## src/rtl/npcg_toggle_pm_cal_issuer.sv

```systemverilog
// CAL primitive issuer: takes command/address bytes from the PM side over a
// valid/ready handshake and drives them onto the Toggle NAND bus with programmable WE# timing.
module npcg_toggle_pm_cal_issuer #(
    parameter int NumberOfWays  = 4,
    parameter int WEPulseCycles = 2,
    parameter int WEHoldCycles  = 2
) (
    input  logic                    iSystemClock,
    input  logic                    iReset,
    input  logic [7:0]              iPM_PCommand,
    input  logic [NumberOfWays-1:0] iPM_TargetWay,
    input  logic [15:0]             iPM_NumOfData,
    input  logic                    iPM_CASelect,
    input  logic [7:0]              iPM_CAData,
    input  logic                    iPM_CAValid,
    output logic                    oPM_CAReady,
    output logic                    oPM_Ready,
    output logic                    oPM_LastStep,
    output logic [NumberOfWays-1:0] oNAND_CE_n,
    output logic                    oNAND_CLE,
    output logic                    oNAND_ALE,
    output logic                    oNAND_WE_n,
    output logic [7:0]              oNAND_DQ,
    output logic                    oNAND_DQ_OE
);

    localparam logic [2:0] S_IDLE    = 3'd0;
    localparam logic [2:0] S_WAIT_CA = 3'd1;
    localparam logic [2:0] S_WE_LOW  = 3'd2;
    localparam logic [2:0] S_WE_HIGH = 3'd3;
    localparam logic [2:0] S_DONE    = 3'd4;

    localparam logic [3:0] LowLoad  = 4'(WEPulseCycles - 1);
    localparam logic [3:0] HighLoad = 4'(WEHoldCycles - 1);
    localparam logic [NumberOfWays-1:0] AllOnes = {NumberOfWays{1'b1}};

    logic [2:0]              state_q, state_d;
    logic [NumberOfWays-1:0] way_q, way_d;
    logic [3:0]              count_q, count_d;
    logic [3:0]              timer_q, timer_d;
    logic                    ready_q, ready_d;
    logic                    ca_ready_q, ca_ready_d;
    logic                    last_q, last_d;
    logic [NumberOfWays-1:0] ce_n_q, ce_n_d;
    logic                    cle_q, cle_d;
    logic                    ale_q, ale_d;
    logic                    we_n_q, we_n_d;
    logic [7:0]              dq_q, dq_d;
    logic                    dq_oe_q, dq_oe_d;

    // Next-state and next-output decode; every output is registered so it follows the state it belongs to.
    always_comb begin
        state_d    = state_q;
        way_d      = way_q;
        count_d    = count_q;
        timer_d    = timer_q;
        ready_d    = ready_q;
        ca_ready_d = ca_ready_q;
        last_d     = 1'b0;
        ce_n_d     = ce_n_q;
        cle_d      = cle_q;
        ale_d      = ale_q;
        we_n_d     = we_n_q;
        dq_d       = dq_q;
        dq_oe_d    = dq_oe_q;
        case (state_q)
            S_IDLE: begin
                if (iPM_PCommand[3]) begin
                    way_d   = iPM_TargetWay;
                    count_d = iPM_NumOfData[3:0];
                    ready_d = 1'b0;
                    // An empty way mask completes without touching the bus.
                    if (iPM_TargetWay == {NumberOfWays{1'b0}}) begin
                        state_d = S_DONE;
                        last_d  = 1'b1;
                    end else begin
                        state_d    = S_WAIT_CA;
                        ca_ready_d = 1'b1;
                        ce_n_d     = ~iPM_TargetWay;
                        dq_oe_d    = 1'b1;
                    end
                end else begin
                    ready_d = 1'b1;
                end
            end
            S_WAIT_CA: begin
                if (iPM_CAValid) begin
                    dq_d       = iPM_CAData;
                    cle_d      = ~iPM_CASelect;
                    ale_d      = iPM_CASelect;
                    we_n_d     = 1'b0;
                    timer_d    = LowLoad;
                    ca_ready_d = 1'b0;
                    state_d    = S_WE_LOW;
                end else begin
                    ca_ready_d = 1'b1;
                end
            end
            S_WE_LOW: begin
                if (timer_q == 4'd0) begin
                    we_n_d  = 1'b1;
                    timer_d = HighLoad;
                    state_d = S_WE_HIGH;
                end else begin
                    timer_d = timer_q - 4'd1;
                end
            end
            S_WE_HIGH: begin
                if (timer_q == 4'd0) begin
                    if (count_q == 4'd0) begin
                        state_d = S_DONE;
                        last_d  = 1'b1;
                        ce_n_d  = AllOnes;
                        cle_d   = 1'b0;
                        ale_d   = 1'b0;
                        dq_oe_d = 1'b0;
                    end else begin
                        count_d    = count_q - 4'd1;
                        ca_ready_d = 1'b1;
                        state_d    = S_WAIT_CA;
                    end
                end else begin
                    timer_d = timer_q - 4'd1;
                end
            end
            S_DONE: begin
                state_d = S_IDLE;
                ready_d = 1'b1;
            end
            default: begin
                state_d    = S_IDLE;
                ready_d    = 1'b1;
                ca_ready_d = 1'b0;
                ce_n_d     = AllOnes;
                cle_d      = 1'b0;
                ale_d      = 1'b0;
                we_n_d     = 1'b1;
                dq_oe_d    = 1'b0;
            end
        endcase
    end

    // State and output registers with asynchronous active-low reset.
    always_ff @(posedge iSystemClock or negedge iReset) begin
        if (!iReset) begin
            state_q    <= S_IDLE;
            way_q      <= {NumberOfWays{1'b0}};
            count_q    <= 4'd0;
            timer_q    <= 4'd0;
            ready_q    <= 1'b1;
            ca_ready_q <= 1'b0;
            last_q     <= 1'b0;
            ce_n_q     <= AllOnes;
            cle_q      <= 1'b0;
            ale_q      <= 1'b0;
            we_n_q     <= 1'b1;
            dq_q       <= 8'h00;
            dq_oe_q    <= 1'b0;
        end else begin
            state_q    <= state_d;
            way_q      <= way_d;
            count_q    <= count_d;
            timer_q    <= timer_d;
            ready_q    <= ready_d;
            ca_ready_q <= ca_ready_d;
            last_q     <= last_d;
            ce_n_q     <= ce_n_d;
            cle_q      <= cle_d;
            ale_q      <= ale_d;
            we_n_q     <= we_n_d;
            dq_q       <= dq_d;
            dq_oe_q    <= dq_oe_d;
        end
    end

    assign oPM_CAReady  = ca_ready_q;
    assign oPM_Ready    = ready_q;
    assign oPM_LastStep = last_q;
    assign oNAND_CE_n   = ce_n_q;
    assign oNAND_CLE    = cle_q;
    assign oNAND_ALE    = ale_q;
    assign oNAND_WE_n   = we_n_q;
    assign oNAND_DQ     = dq_q;
    assign oNAND_DQ_OE  = dq_oe_q;

endmodule

```

## config.mk

```make
export PLATFORM = sky130hd
export DESIGN_NAME = npcg_toggle_pm_cal_issuer
export DESIGN_NICKNAME = d
export VERILOG_FILES = /design/src/rtl/npcg_toggle_pm_cal_issuer.sv
export SDC_FILE = /design/constraint.sdc
export NUM_CORES = 1
export LEC_CHECK = 0
export ABC_AREA = 1
export BUFFER_PORTS_ARGS = -buffer_cell sky130_fd_sc_hd__buf_2
export CAP_MARGIN = 20
export CORE_MARGIN = 4
export CORE_UTILIZATION = 50
export CTS_BUF_LIST = sky130_fd_sc_hd__clkbuf_2
export DETAILED_ROUTE_END_ITERATION = 8
export PLACE_DENSITY = 0.81
export REMOVE_ABC_BUFFERS = 1
export SYNTH_ARGS = -nofsm -noshare
export SYNTH_HDL_FRONTEND = slang
export SYNTH_SLANG_ARGS = --single-unit
```

## constraint.sdc

```tcl
create_clock -name iSystemClock -period 1.53 [get_ports iSystemClock]
set_input_delay 0.306 -clock iSystemClock [delete_from_list [all_inputs] [get_ports iSystemClock]]
set_output_delay 0.306 -clock iSystemClock [all_outputs]
set_load 0.02 [all_outputs]
```

Word-level counts from Yosys, hierarchy flattened. Cells that the tools add are included.

Flip-flop bits (word level): 30. Latch bits: 0. RAM bits: 0. ROM bits: 0. Input bits: 40. Memories kept: 0.

Add/sub/neg operators: 2. $mul: 0. Divide/modulo/power cells: 0. $lt $le $gt $ge: 0. Equality and inequality tests: 12. Shift operators: 0. Mux-type cells: 43. Bitwise logic cells: 6. Reductions and logical operators: 19.

Operator list (count): 4-bit 2-to-1 mux (10); 4-bit case mux with 3 select lines (2); 3-bit 2-to-1 mux (6); 1-bit 2-to-1 mux (16); 2-bit != test, second input constant (8); 4-bit zero test (3); 1-bit case mux with 3 select lines (4); 3-bit case mux with 4 select lines (1); 4-bit AND reduction (3); 3-bit OR reduction (4); 5-bit AND reduction (2); 4-bit case mux with 2 select lines (1); 4-bit by 1-bit subtractor with 4-bit output, second input constant (2); 3-bit by 2-bit == test with 1-bit output, second input constant (2); 3-bit AND reduction (2); 1-bit NOT (5); 4-bit NOT (1); 1-bit case mux with 2 select lines (2); 1-bit case mux with 4 select lines (1); 3-bit by 1-bit == test with 1-bit output, second input constant (1); 3-bit == test, second input constant (1); 3-bit zero test (1); 3-bit nonzero test (1); 2-bit AND reduction (1); other kinds (2) (2).

Logic depth before layout (Yosys ltp).
Depth after elaboration: 4. Depth in mapped cells: 9.

Worst setup path before layout. No wires, ideal clock.

Path kind: flip-flop to flip-flop. Start: reg count_q[0]. End: reg dq_oe_q (netlist: oNAND_DQ_OE). Setup time: 0.065 ns. Arrival: 1.300 ns. Required time: 1.465 ns. Slack: 0.165 ns. Stages on the path, launching flop included: 9. Buffers on the path: 0. Period minus slack after synthesis: 1.365 ns. Cell sequence: dfrtp_1 -> inv_1 -> ha_1 -> nand3_1 -> nand2_4 -> nand3_1 -> nor2_1 -> nand3_1 -> nand2_1.

Longest elaborated chain between the ends: 3.

Ends and longest elaborated chain: start: declaration (line 39) `logic [3:0] count_q, count_d;`; start signal: assignment (line 162) `count_q <= count_d;`; 4-bit zero test (line 110) `if (count_q == 4'd0) begin`; 2-bit != test (no line); 5-bit AND reduction (no line); end signal: assignment (line 172) `dq_oe_q <= dq_oe_d;`; end: declaration (line 49) `logic dq_oe_q, dq_oe_d;`.

Every way passes these cells. A chain may end at the register's enable or synchronous reset.

Worst setup path after layout.
Start: reg timer_q[0]. End: reg dq_oe_q (netlist: oNAND_DQ_OE).

Longest elaborated chain between the ends: 3.

Ends and longest elaborated chain: start: declaration (line 40) `logic [3:0] timer_q, timer_d;`; start signal: assignment (line 163) `timer_q <= timer_d;`; 4-bit zero test (line 109) `if (timer_q == 4'd0) begin`; 2-bit != test (no line); 5-bit AND reduction (no line).

Every way passes these cells.

==> impl_summary.md <==
Worst setup path
The worst setup path is launched from a flop. Along the worst path, the maximum fanout reaches 6. The data required time of the critical path is about 1.8 ns. The maximum single-stage delay on the critical path is between 0.4 and 0.5 ns. STA puts the critical path data arrival time at roughly 1.7 ns. The critical path goes through inv_1, ha_1, nand2_2, nand2_4, nand2_4, inv_2, nand3_2, nand2_1, nand2_1.

The kind of cell with the highest combined delay along the critical path is simple AND/OR/NAND/NOR gates. The cell with the biggest individual delay on the critical path is sky130_fd_sc_hd__dfrtp_1. The number of buffers and inverters on the critical path is 2.

The kind of end point of the critical path is a flop. The setup path with the least slack is of type reg2reg.

Timing
The number of hold violations in the final report is 0. The relative slew slack is 72.6%. Setup repair after global routing left no endpoint under its margin. Setup violations remaining at the end of the flow were counted as 0.

For the final database, setup skew stands at 0.00841 ns. After layout, the worst setup slack is between 0.1 and 0.15 ns. On the final layout, the worst hold slack is roughly 0.16 ns. After routing, the total negative slack on setup checks comes to 0 ns. In the finished design, the share of the clock period the worst path needs comes to between 90% and 100%. Derived from the worst setup path, the maximum achievable clock frequency is roughly 710 MHz.

The number of slew-limit violations in the final report is 0. The measured slew at the worst slew-check pin is about 0.4 ns. The time the worst path needs with I/O delays and setup is between 1 and 1.5 ns.

Detailed routing
The length of the first detailed-routing pass in iterations is 4. The post-detailed-routing wire length is between 3000 and 4000 um. The first-iteration detailed-routing DRC count is 46.

The total number of vias is 1,485. Dividing the detail-routed wire length by the instance count gives about 11 um. The number of remaining DRC errors is 0. The via-per-instance ratio is 4.90.

Once detail routing completed, the nets flagged for antenna violations numbered 0.

GRT
The initial antenna violation count came to 0. The via count of the first global-routing pass is between 1,000 and 1,500. For this run the aggregate overflow at the end of global routing stands at 0. The first global-routing pass estimated ~6000 um of wire. Entering global routing, the biggest net connects 19 pins. For this run, the total global-route usage over all layers was measured as 18.0%.

Placed design
OpenSTA, run right after detailed placement, puts the worst setup slack at about 0.057 ns. The wire-length estimate of the detail-placed layout is around 2600 um. Buffers placed on the I/O ports in this run total 39. The final weighted congestion in routability-driven placement is 0.928. Including well taps, the total number of placed cells is just under 300.

Synth
The share of the yosys chip area belonging to registers is 47.6%. In this run, synthesis produced a sequential element count of 30. The synthesized netlist contains 24 unique library cells. After synthesis, the cell types taking the most area are sky130_fd_sc_hd__dfrtp_1 (38%), sky130_fd_sc_hd__nand2_1 (18%), sky130_fd_sc_hd__dfstp_2 (9.9%), sky130_fd_sc_hd__nand3_1 (7.5%), sky130_fd_sc_hd__o21ai_0 (4.7%).

The area share of xor/xnor cells in the synthesized design is under 10%. The mux cell area share after synthesis is 0%. By area, the combinational part of the netlist is dominated by simple AND/OR/NAND/NOR gates.

The compound-gate portion of the synthesized area is under 10%. The post-synthesis share of cell area spent on and, or, nand and nor gates is a little over a third. During synthesis, Yosys emitted a total of 0 warnings. The post-synthesis instance total is between 200 and 250. Of the total synthesized cell area, the portion taken by full adders, half adders and majority gates is 2.35%. In this run the cell area of the synthesized design comes to approximately 0.0016 sq mm. The area share of the largest cell type after synthesis is between 30% and 40%. The cell taking the most area after synthesis is sky130_fd_sc_hd__dfrtp_1. The mean cell area of the mapped netlist is slightly below 8 sq um.

Floorplanning
For this configuration, the core starts out at a cell density of between 50% and 60%. The floorplan step set the die height to about 64 um. between 50 and 60 I/O pins were placed. The die covers just over 0.004 sq mm.

The die is approximately 64 um wide. The count of standard-cell rows is 20. After floorplanning, the core was sized to cover around 0.003 sq mm.

Clock network
The clock tree from TritonCTS is done. At the later pin of the worst-skew pair, clock insertion delay measures about 0.36 ns. In this run the number of H-tree levels came out at 2. Clock tree synthesis selected as its root buffer the cell sky130_fd_sc_hd__clkbuf_2.

The number of CTS-inserted buffers is 5. In this run the post-CTS setup repair buffer count came out at 0. The clock net in this run drives a total of 30 sinks.

Clock-pin slew was measured on the worst setup and hold paths at 0.15 ns. The clock tree buffer depth is 2.

Run status
The run finished with clean final reports.

Power
In this run, flip-flops and latches consume 33.3% of the power. Of the total power, the share spent switching nets is 48.2%. The part of the power in the clock network is under 10%.

The analysis attributes to cell leakage a power of 1.08 nW. The cell-internal power is 2.27 mW. Combinational logic is responsible for a little under 60% of the overall power. The net switching power figure is approximately 2.1 mW. The areal power density over the cells is 2210 mW/mm^2. The peak supply drop is around 0.0010 V.

Min path
The worst hold path belongs to the class in2reg.

Flow run
The total of max-cap violations is 0.

Cells and area
Of the cells placed in the final design, the portion with a size suffix greater than 1 is 31.7%. The number of non-filler instances in the completed layout is between 300 and 400. The relative area change from synthesis to final layout is 24.3%. The count of inserted antenna diode cells is 0. The number of nets in the finished design is 301.
[worst register-to-register path, stage by stage, from the launching register on]
cell and delay (ns):
sky130_fd_sc_hd__dfrtp_1 0.43, sky130_fd_sc_hd__inv_1 0.06, sky130_fd_sc_hd__ha_1 0.20, sky130_fd_sc_hd__nand2_2 0.11
sky130_fd_sc_hd__nand2_4 0.08, sky130_fd_sc_hd__nand2_4 0.07, sky130_fd_sc_hd__inv_2 0.11, sky130_fd_sc_hd__nand3_2 0.14
sky130_fd_sc_hd__nand2_1 0.09, sky130_fd_sc_hd__nand2_1 0.05
[path summary, 6_finish.rpt]
kind,depth (start not counted),slack [ns],to,startpoint
setup / recovery,9,0.12,oNAND_DQ_OE,timer_q[0]
hold / removal,3,0.16,oNAND_DQ[1],iPM_CAData[1]
setup reg to reg,9,0.12,oNAND_DQ_OE,timer_q[0]
hold reg to reg,2,0.48,oNAND_CE_n[3],oNAND_CE_n[3]
max in group asynchronous,3,0.64,oPM_Ready,iReset
min in group asynchronous,2,0.39,oNAND_DQ[6],iReset
[placed cells by master, fill, tap and decap left out, drive strengths merged]
cell,netlist,routed
nor2,18,18
a21oi,4,4
nand4,2,2
dfstp,6,6
dfrtp,24,24
ha,3,3
nand2,80,80
nand3,26,26
or2,1,1
clkbuf,1,6
xnor2,2,2
dlygate4sd3,0,1
buf,0,46
o21ai,15,15
nor3,1,1
inv,21,21
clkinv,0,2
o31ai,1,1
[power by group through the flow]
stage	registers (mW)	logic, mW	clock network, mW
finish	1.46	2.55	0.371
global route	1.50	2.88	0.425
CTS	1.45	2.50	0.386
detailed placement	1.47	2.49	0
global placement	1.45	2.42	0
floorplan	1.73	1.48	0
[repair_timing]
action / CTS / global route
endpoints found under the hold margin: 12 / 0
resized for setup: 0 / 10
hold buffers: 1 / 0
setup endpoints to repair: 0 / 15
[per-layer routing]
metal / GRT usage, % / share of wire [%]
met2: 28.9 / 47
met4: 8.44 / 1.8
met3: 5.89 / 5.6
met1: 21.9 / 45
met5: 0 / 0
[logic make-up after synthesis]
kind of cell | count (synthesis)
AO/OA/AOI/OAI | 20
XOR/XNOR | 2
adder cells (fa/ha/maj) | 3
buffers and inverters | 22
flip-flops | 30
AND/OR/NAND/NOR | 128
[state kept, by name, indices dropped and copies added, names as in the netlist]
signal / flops
oPM_Ready: 1
oNAND_WE_n: 1
timer_q: 4
oPM_CAReady: 1
oNAND_ALE: 1
oPM_LastStep: 1
oNAND_CE_n: 4
count_q: 4
oNAND_CLE: 1
oNAND_DQ: 8
state_q: 3
oNAND_DQ_OE: 1
[layout make-up]
cell class,count,area (sq um)
tap,44,55.1
inverter,21,81.3
timing repair buffer,47,270
clock inverter,2,8.76
fill,281,1070
sequential,30,761
multi-input combinational,153,776
clock buffer,6,30.0
[synth_stat cells, drive strengths merged]
cell type	instances
nor3	1
nand2	80
xnor2	2
nand4	2
nor2	18
nand3	26
a21oi	4
or2	1
dfstp	6
inv	21
dfrtp	24
o31ai	1
clkbuf	1
o21ai	15
ha	3
[through the flow]
step	area [sq um]	total power, mW	util [%]
after floorplan	1590	3.21	-
after global placement	1910	3.87	62.4
after detailed placement	1910	3.95	62.4
after CTS	1950	4.34	64.0
after global routing	1980	4.81	64.9
final	1980	4.38	64.9
Note: power is estimated with default switching activity, not from simulation.
